[config.mk]
export PLATFORM = sky130hd
export DESIGN_NAME = fetch_ctrl
export DESIGN_NICKNAME = d
export VERILOG_FILES = /design/src/rtl/fetch_ctrl.sv
export SDC_FILE = /design/constraint.sdc
export NUM_CORES = 1
export LEC_CHECK = 0
export CORE_MARGIN = 3
export CORE_UTILIZATION = 40
export DETAILED_ROUTE_END_ITERATION = 8
export HOLD_SLACK_MARGIN = 0.15
export PLACE_DENSITY = 0.67
export SLEW_MARGIN = 10
export SYNTH_ARGS = -nofsm -noshare
export SYNTH_HDL_FRONTEND = slang
export SYNTH_SLANG_ARGS = --single-unit
export TNS_END_PERCENT = 20
[constraint.sdc]
create_clock -name clk -period 3.4 [get_ports clk]
set_input_delay 0.68 -clock clk [delete_from_list [all_inputs] [get_ports clk]]
set_output_delay 0.68 -clock clk [all_outputs]
set_load 0.005 [all_outputs]
[src/rtl/fetch_ctrl.sv]
// Fetch-stage sequencer: owns PCF, issues req/ready instruction-memory requests
// and drives the F/D boundary (InstrD, PCD, ValidD) under stall, flush and redirect.
module fetch_ctrl #(
  parameter int                    DATA_WIDTH = 32,
  parameter logic [DATA_WIDTH-1:0] RESET_PC   = 32'h0000_0000,
  parameter logic [DATA_WIDTH-1:0] NOP_INSTR  = 32'h0000_0013
) (
  input  logic                  clk,
  input  logic                  rst_n,
  input  logic                  StallF,
  input  logic                  FlushD,
  input  logic                  PCSrcE,
  input  logic [DATA_WIDTH-1:0] PCTargetE,
  output logic                  imem_req,
  output logic [DATA_WIDTH-1:0] imem_addr,
  input  logic                  imem_ready,
  input  logic [DATA_WIDTH-1:0] imem_rdata,
  output logic [DATA_WIDTH-1:0] PCF,
  output logic [DATA_WIDTH-1:0] InstrD,
  output logic [DATA_WIDTH-1:0] PCD,
  output logic                  ValidD
);

  typedef enum logic [1:0] {BOOT, FETCH, HOLD, DRAIN} state_t;

  state_t                state_q, state_nxt;
  logic [DATA_WIDTH-1:0] pcf_q, pcf_nxt;
  logic [DATA_WIDTH-1:0] instr_q, instr_nxt;
  logic [DATA_WIDTH-1:0] pcd_q, pcd_nxt;
  logic                  valid_q, valid_nxt;
  logic [DATA_WIDTH-1:0] hold_instr_q, hold_instr_nxt;
  logic [DATA_WIDTH-1:0] hold_pc_q, hold_pc_nxt;
  logic [DATA_WIDTH-1:0] drain_addr_q, drain_addr_nxt;
  logic [DATA_WIDTH-1:0] redirect_pc;

  assign redirect_pc = {PCTargetE[DATA_WIDTH-1:2], 2'b00};

  // State and datapath registers
  always_ff @(posedge clk or negedge rst_n) begin
    if (!rst_n) begin
      state_q      <= BOOT;
      pcf_q        <= RESET_PC;
      instr_q      <= NOP_INSTR;
      pcd_q        <= '0;
      valid_q      <= 1'b0;
      hold_instr_q <= '0;
      hold_pc_q    <= '0;
      drain_addr_q <= RESET_PC;
    end else begin
      state_q      <= state_nxt;
      pcf_q        <= pcf_nxt;
      instr_q      <= instr_nxt;
      pcd_q        <= pcd_nxt;
      valid_q      <= valid_nxt;
      hold_instr_q <= hold_instr_nxt;
      hold_pc_q    <= hold_pc_nxt;
      drain_addr_q <= drain_addr_nxt;
    end
  end

  // Next-state logic; a redirect outranks stalls and captures, a flush then
  // overrides whatever the decode boundary would otherwise receive.
  always_comb begin
    state_nxt      = state_q;
    pcf_nxt        = pcf_q;
    instr_nxt      = instr_q;
    pcd_nxt        = pcd_q;
    valid_nxt      = valid_q;
    hold_instr_nxt = hold_instr_q;
    hold_pc_nxt    = hold_pc_q;
    drain_addr_nxt = drain_addr_q;

    case (state_q)
      BOOT: state_nxt = FETCH;

      FETCH: begin
        if (PCSrcE) begin
          pcf_nxt   = redirect_pc;
          instr_nxt = NOP_INSTR;
          valid_nxt = 1'b0;
          if (!imem_ready) begin
            state_nxt      = DRAIN;
            drain_addr_nxt = pcf_q;
          end
        end else if (imem_ready) begin
          if (!StallF) begin
            instr_nxt = imem_rdata;
            pcd_nxt   = pcf_q;
            valid_nxt = 1'b1;
            pcf_nxt   = pcf_q + DATA_WIDTH'(4);
          end else begin
            hold_instr_nxt = imem_rdata;
            hold_pc_nxt    = pcf_q;
            state_nxt      = HOLD;
          end
        end
      end

      // Leaving HOLD is the only way to consume the buffer, so a redirect
      // invalidates it simply by returning to FETCH.
      HOLD: begin
        if (PCSrcE) begin
          pcf_nxt   = redirect_pc;
          instr_nxt = NOP_INSTR;
          valid_nxt = 1'b0;
          state_nxt = FETCH;
        end else if (!StallF) begin
          instr_nxt = hold_instr_q;
          pcd_nxt   = hold_pc_q;
          valid_nxt = 1'b1;
          pcf_nxt   = pcf_q + DATA_WIDTH'(4);
          state_nxt = FETCH;
        end
      end

      DRAIN: begin
        if (PCSrcE) begin
          pcf_nxt   = redirect_pc;
          instr_nxt = NOP_INSTR;
          valid_nxt = 1'b0;
        end else if (imem_ready) begin
          state_nxt = FETCH;
        end
      end

      default: state_nxt = BOOT;
    endcase

    if (FlushD) begin
      instr_nxt = NOP_INSTR;
      valid_nxt = 1'b0;
    end
  end

  assign imem_req  = (state_q == FETCH) || (state_q == DRAIN);
  assign imem_addr = (state_q == DRAIN) ? drain_addr_q : pcf_q;
  assign PCF       = pcf_q;
  assign InstrD    = instr_q;
  assign PCD       = pcd_q;
  assign ValidD    = valid_q;

endmodule

Word-level counts from Yosys, hierarchy flattened
Index checks and enable logic that the tools add are counted.
- output and inout bits: 130
- register bits: 195
- word-level logic and storage cells: 79
- reductions and logical operators: 12
- mux-type cells: 37
- bitwise gates (word level): 2
- add/sub/neg operators: 1
- equality and inequality tests: 19
- operators with widths (kind ; number):
    $mux W32 ; 18
    $pmux W32 S3 ; 2
    $pmux W32 S2 ; 1
    $add A32 B3 Y32 const B ; 1
    $mux W2 ; 8
    $ne A2 B2 Y1 const B ; 8
    $ne A3 B3 Y1 const B ; 5
    $ne A4 B4 Y1 const B ; 3
    $reduce_and A6 Y1 ; 2
    $reduce_and A3 Y1 ; 3
    $pmux W2 S4 ; 1
    $mux W1 ; 6
    $reduce_and A5 Y1 ; 1
    $eq A2 B2 Y1 const B ; 2
    $reduce_and A4 Y1 ; 1
    $reduce_bool A4 Y1 ; 1
    $pmux W1 S3 ; 1
    $reduce_bool A3 Y1 ; 1
    $eq A2 B1 Y1 const B ; 1
    $logic_not A2 Y1 ; 1
    $not A1 Y1 ; 2
    $reduce_bool A2 Y1 ; 1
    $logic_or A1 B1 Y1 ; 1

Longest topological paths before layout
- depth after elaboration: 5
- depth in mapped cells: 8

Worst setup path after synthesis
No wires, ideal clock.
- kind: register to output
- start point: reg state_q[0]
- end point: out imem_addr[10]
- required time: 2.720 ns
- path slack: 1.310 ns
- data arrival time: 1.410 ns
- stages on the path, launching flop included: 5
- cells stage by stage: dfrtp_1 > clkbuf_1 > nand2_1 > buf_1 > mux2_2
- word-level cells in the longest chain between the ends: 2
- ends and longest elaborated chain (what ; line ; text):
    start, declared ; 26 ; state_t state_q, state_nxt;
    start signal, assigned ; 50 ; state_q <= state_nxt;
    $eq A2 B2 Y1 ; 136 ; assign imem_addr = (state_q == DRAIN) ? drain_addr_q : pcf_q;
    $mux W32 ; 136 ;
    end, declared ; 15 ; output logic [DATA_WIDTH-1:0] imem_addr,
No other way between the ends.

Worst setup path in the final report
- start point: reg state_q[0]
- end point: out imem_addr[20]
Same word-level chain as after synthesis.

==> reports/qor.yml <==
finalMaxSlewViolations: 0
cts_tree: "built"
hold_violations: 0
synthAdderAreaFrac_pct: 0.143
cts_resized: 0
status: "finished, final reports clean"
cts_sinks: 187
endpoint_kind: "output pin"
reg2reg_slack_ns: 1.05
finalSetupTns_ns: 0
met2_usage_pct: 31.1
synth-simple-area-share_pct: 10.5
start_kind: "flop"
fin_crit_sh_pct: 88.7
min_period_ns: 3.02
synth-edff-count: 0
holdWs_ns: 0.297
dieArea_sq_mm: 0.0236
totalWireLength_um: 23200
clock_latency_ns: 0.43
grt_pass1_vias: 6716
routedWlPerCell_um: 18.6
fin_util_pct: 53.9
grt_pass1_wl_um: 37400
reg2reg_depth: 7
rows: 53
route.vias.total: 6718
synthCells: 799
yosysSeqAreaShare_pct: 53.7
path_clk_slew_ns: 0.07
drive_above_1_share_pct: 19.0
yosys_warnings: 0
tightest_slew_ns: 0.972
power_density_mw_per_mm2: 700
busiest_layer: "met2"
synth_area_sq_mm: 0.00872
r2r-end: "PCD[5]$_DFFE_PN0P_"
ys_types: 48
ant_nets: 0
muxShareOfSynthArea_pct: 18.3
synth-seq-cells: 187
relSlewSlack_pct: 35.2
port_buffers: 191
p_leak_nw: 4.59
n_antenna_cell: 0
stdcell_count: 1248
cts_made_buffers: 17
overflow: 0
rsz0062_at_grt: "no"
die_y_um: 154
dp.cells: 1219
first_iter_violations: 364
first_pass_iters: 4
synth_xor_area_share_pct: 0
fin_skew_ns: 0.0119
synthFlopType: "dfrtp_1"
area_delta_synth_final_pct: 31.1
setup_viol: 0
met3_usage_pct: 6.56
cts_buffer_depth: 2
post-cts-setup-buffers: 0
critPathKind: "reg2out"
synth_top_family_by_area: "multiplexers"
grt_start_max_net_pins: 85
htree_levels: 4
root_buffer: "clkbuf_16"
max_cap_viol_count: 0
cp_max_fo: 31
grt_antenna_before_repair: 3
gp_congestion: 0.858
nets: 1034
postSynthAreaPerCell_sq_um: 10.9
synthArstFlopShare_pct: 100
grt_use_total_pct: 19.7
ir_drop_mv: 0.353
worstPathRequired_ns: 2.72
die_w_um: 154
start_util_pct: 41.1
drc: 0
core-area_sq_mm: 0.0212
ctsHoldBuffers: 0
synth_compound_area_share_pct: 13.1
globalRouteMet1Util_pct: 27.0
r2r-start: "state_q[1]$_DFFE_PN0P_"
place_hpwl_um: 15400
total_power_w: 0.00801
viasPerCell: 5.38
fmax_mhz: 331
io_pins: 200
critPathArrivalTime_ns: 2.34
hp-class: "in2async"
-- power by group --
part	switching, W	internal, W	total [W]
sequential	0.000562	0.00299	0.00355
combinational	0.000932	0.00159	0.00252
clock	0.000859	0.00107	0.00193
-- synthesized netlist by cell type (all sizes together), types with 3 or more instances --
master | count | area, sq um
nand3 | 17 | 90.1
nand2 | 96 | 360
clkbuf | 39 | 149
a2bb2oi | 6 | 52.6
dfstp | 3 | 78.8
and4 | 4 | 35.0
and3 | 6 | 37.5
nor2 | 30 | 120
nor4 | 3 | 33.8
mux2 | 117 | 1320
or3 | 4 | 25.0
a211oi | 6 | 45.0
dfrtp | 184 | 4600
o22ai | 18 | 113
o21ai | 79 | 395
mux2i | 28 | 280
inv | 6 | 22.5
nand4 | 11 | 68.8
nor2b | 3 | 18.8
buf | 35 | 196
a22oi | 30 | 225
nand2b | 8 | 50.1
a21oi | 39 | 195
nor3 | 8 | 40.0
-- sequential cells by signal (all words and copies together), names as in the netlist --
| signal | flops |
|---|---|
| InstrD | 32 |
| hold_instr_q | 32 |
| PCD | 30 |
| PCF | 30 |
| drain_addr_q | 30 |
| hold_pc_q | 30 |
| state_q | 2 |
| ValidD | 1 |
-- critical path: stages, from the launching register on --
cell and delay (ns):
dfrtp_1 0.36, buf_4 0.19, nand2_1 0.07, buf_4 0.41, mux2_2 0.39, clkdlybuf4s50_1 0.46
-- through the flow --
stage                     worst slack, ns  instance area, sq um
final                               0.383                 11400
after global routing                0.264                 11400
after CTS                           0.324                 11400
after detailed placement            0.393                 10900
after global placement              0.478                 10900
after floorplan                      1.31                  8740
-- cell families after synthesis --
logic type      after synthesis
flops                       187
simple gates                194
fa+ha+maj                     1
compound gates              191
mux                         145
buf+inv                      80
other cells                   1
-- metal layers --
| layer | up-vias | wire length (um) |
|---|---|---|
| li1 | 3181 | - |
| met5 | - | 34 |
| met3 | 17 | 1680 |
| met1 | 3310 | 10500 |
| met4 | 6 | 130 |
| met2 | 204 | 10900 |
-- worst max path at each step --
stage / start / endpoint / slack, ns / cells past startpoint
2_1_floorplan: state_q[0]$_DFFE_PN0P_ / imem_addr[10] / 1.31 / 4
3_3_place_gp: imem_ready / PCD[14]$_DFFE_PN0P_ / 0.48 / 7
3_5_place_dp: PCSrcE / InstrD[31]$_DFFE_PN0P_ / 0.39 / 5
4_1_cts: state_q[0]$_DFFE_PN0P_ / imem_addr[27] / 0.32 / 5
5_1_grt: state_q[0]$_DFFE_PN0P_ / imem_addr[20] / 0.26 / 5
6_report: state_q[0]$_DFFE_PN0P_ / imem_addr[20] / 0.38 / 5
-- layout make-up --
class / instances / area (sq um)
fill: 1875 / 9790
sequential: 187 / 4680
clock buffer: 18 / 429
timing repair buffer: 214 / 2100
multi-input combinational: 537 / 3730
inverter: 6 / 22.5
tap: 275 / 344
clock inverter: 11 / 124
-- layout by cell type, fill, tap and decap left out, types with 17 or more instances in the layout --
cell type / instances
nand2_1: 96
clkbuf_16: 17
mux2i_1: 28
clkdlybuf4s50_1: 190
o22ai_1: 18
a22oi_1: 30
dfrtp_1: 184
mux2_2: 117
a21oi_1: 38
nor2_1: 28
o21ai_0: 78
buf_4: 22
No activity file was read; power rests on OpenSTA's default activity.
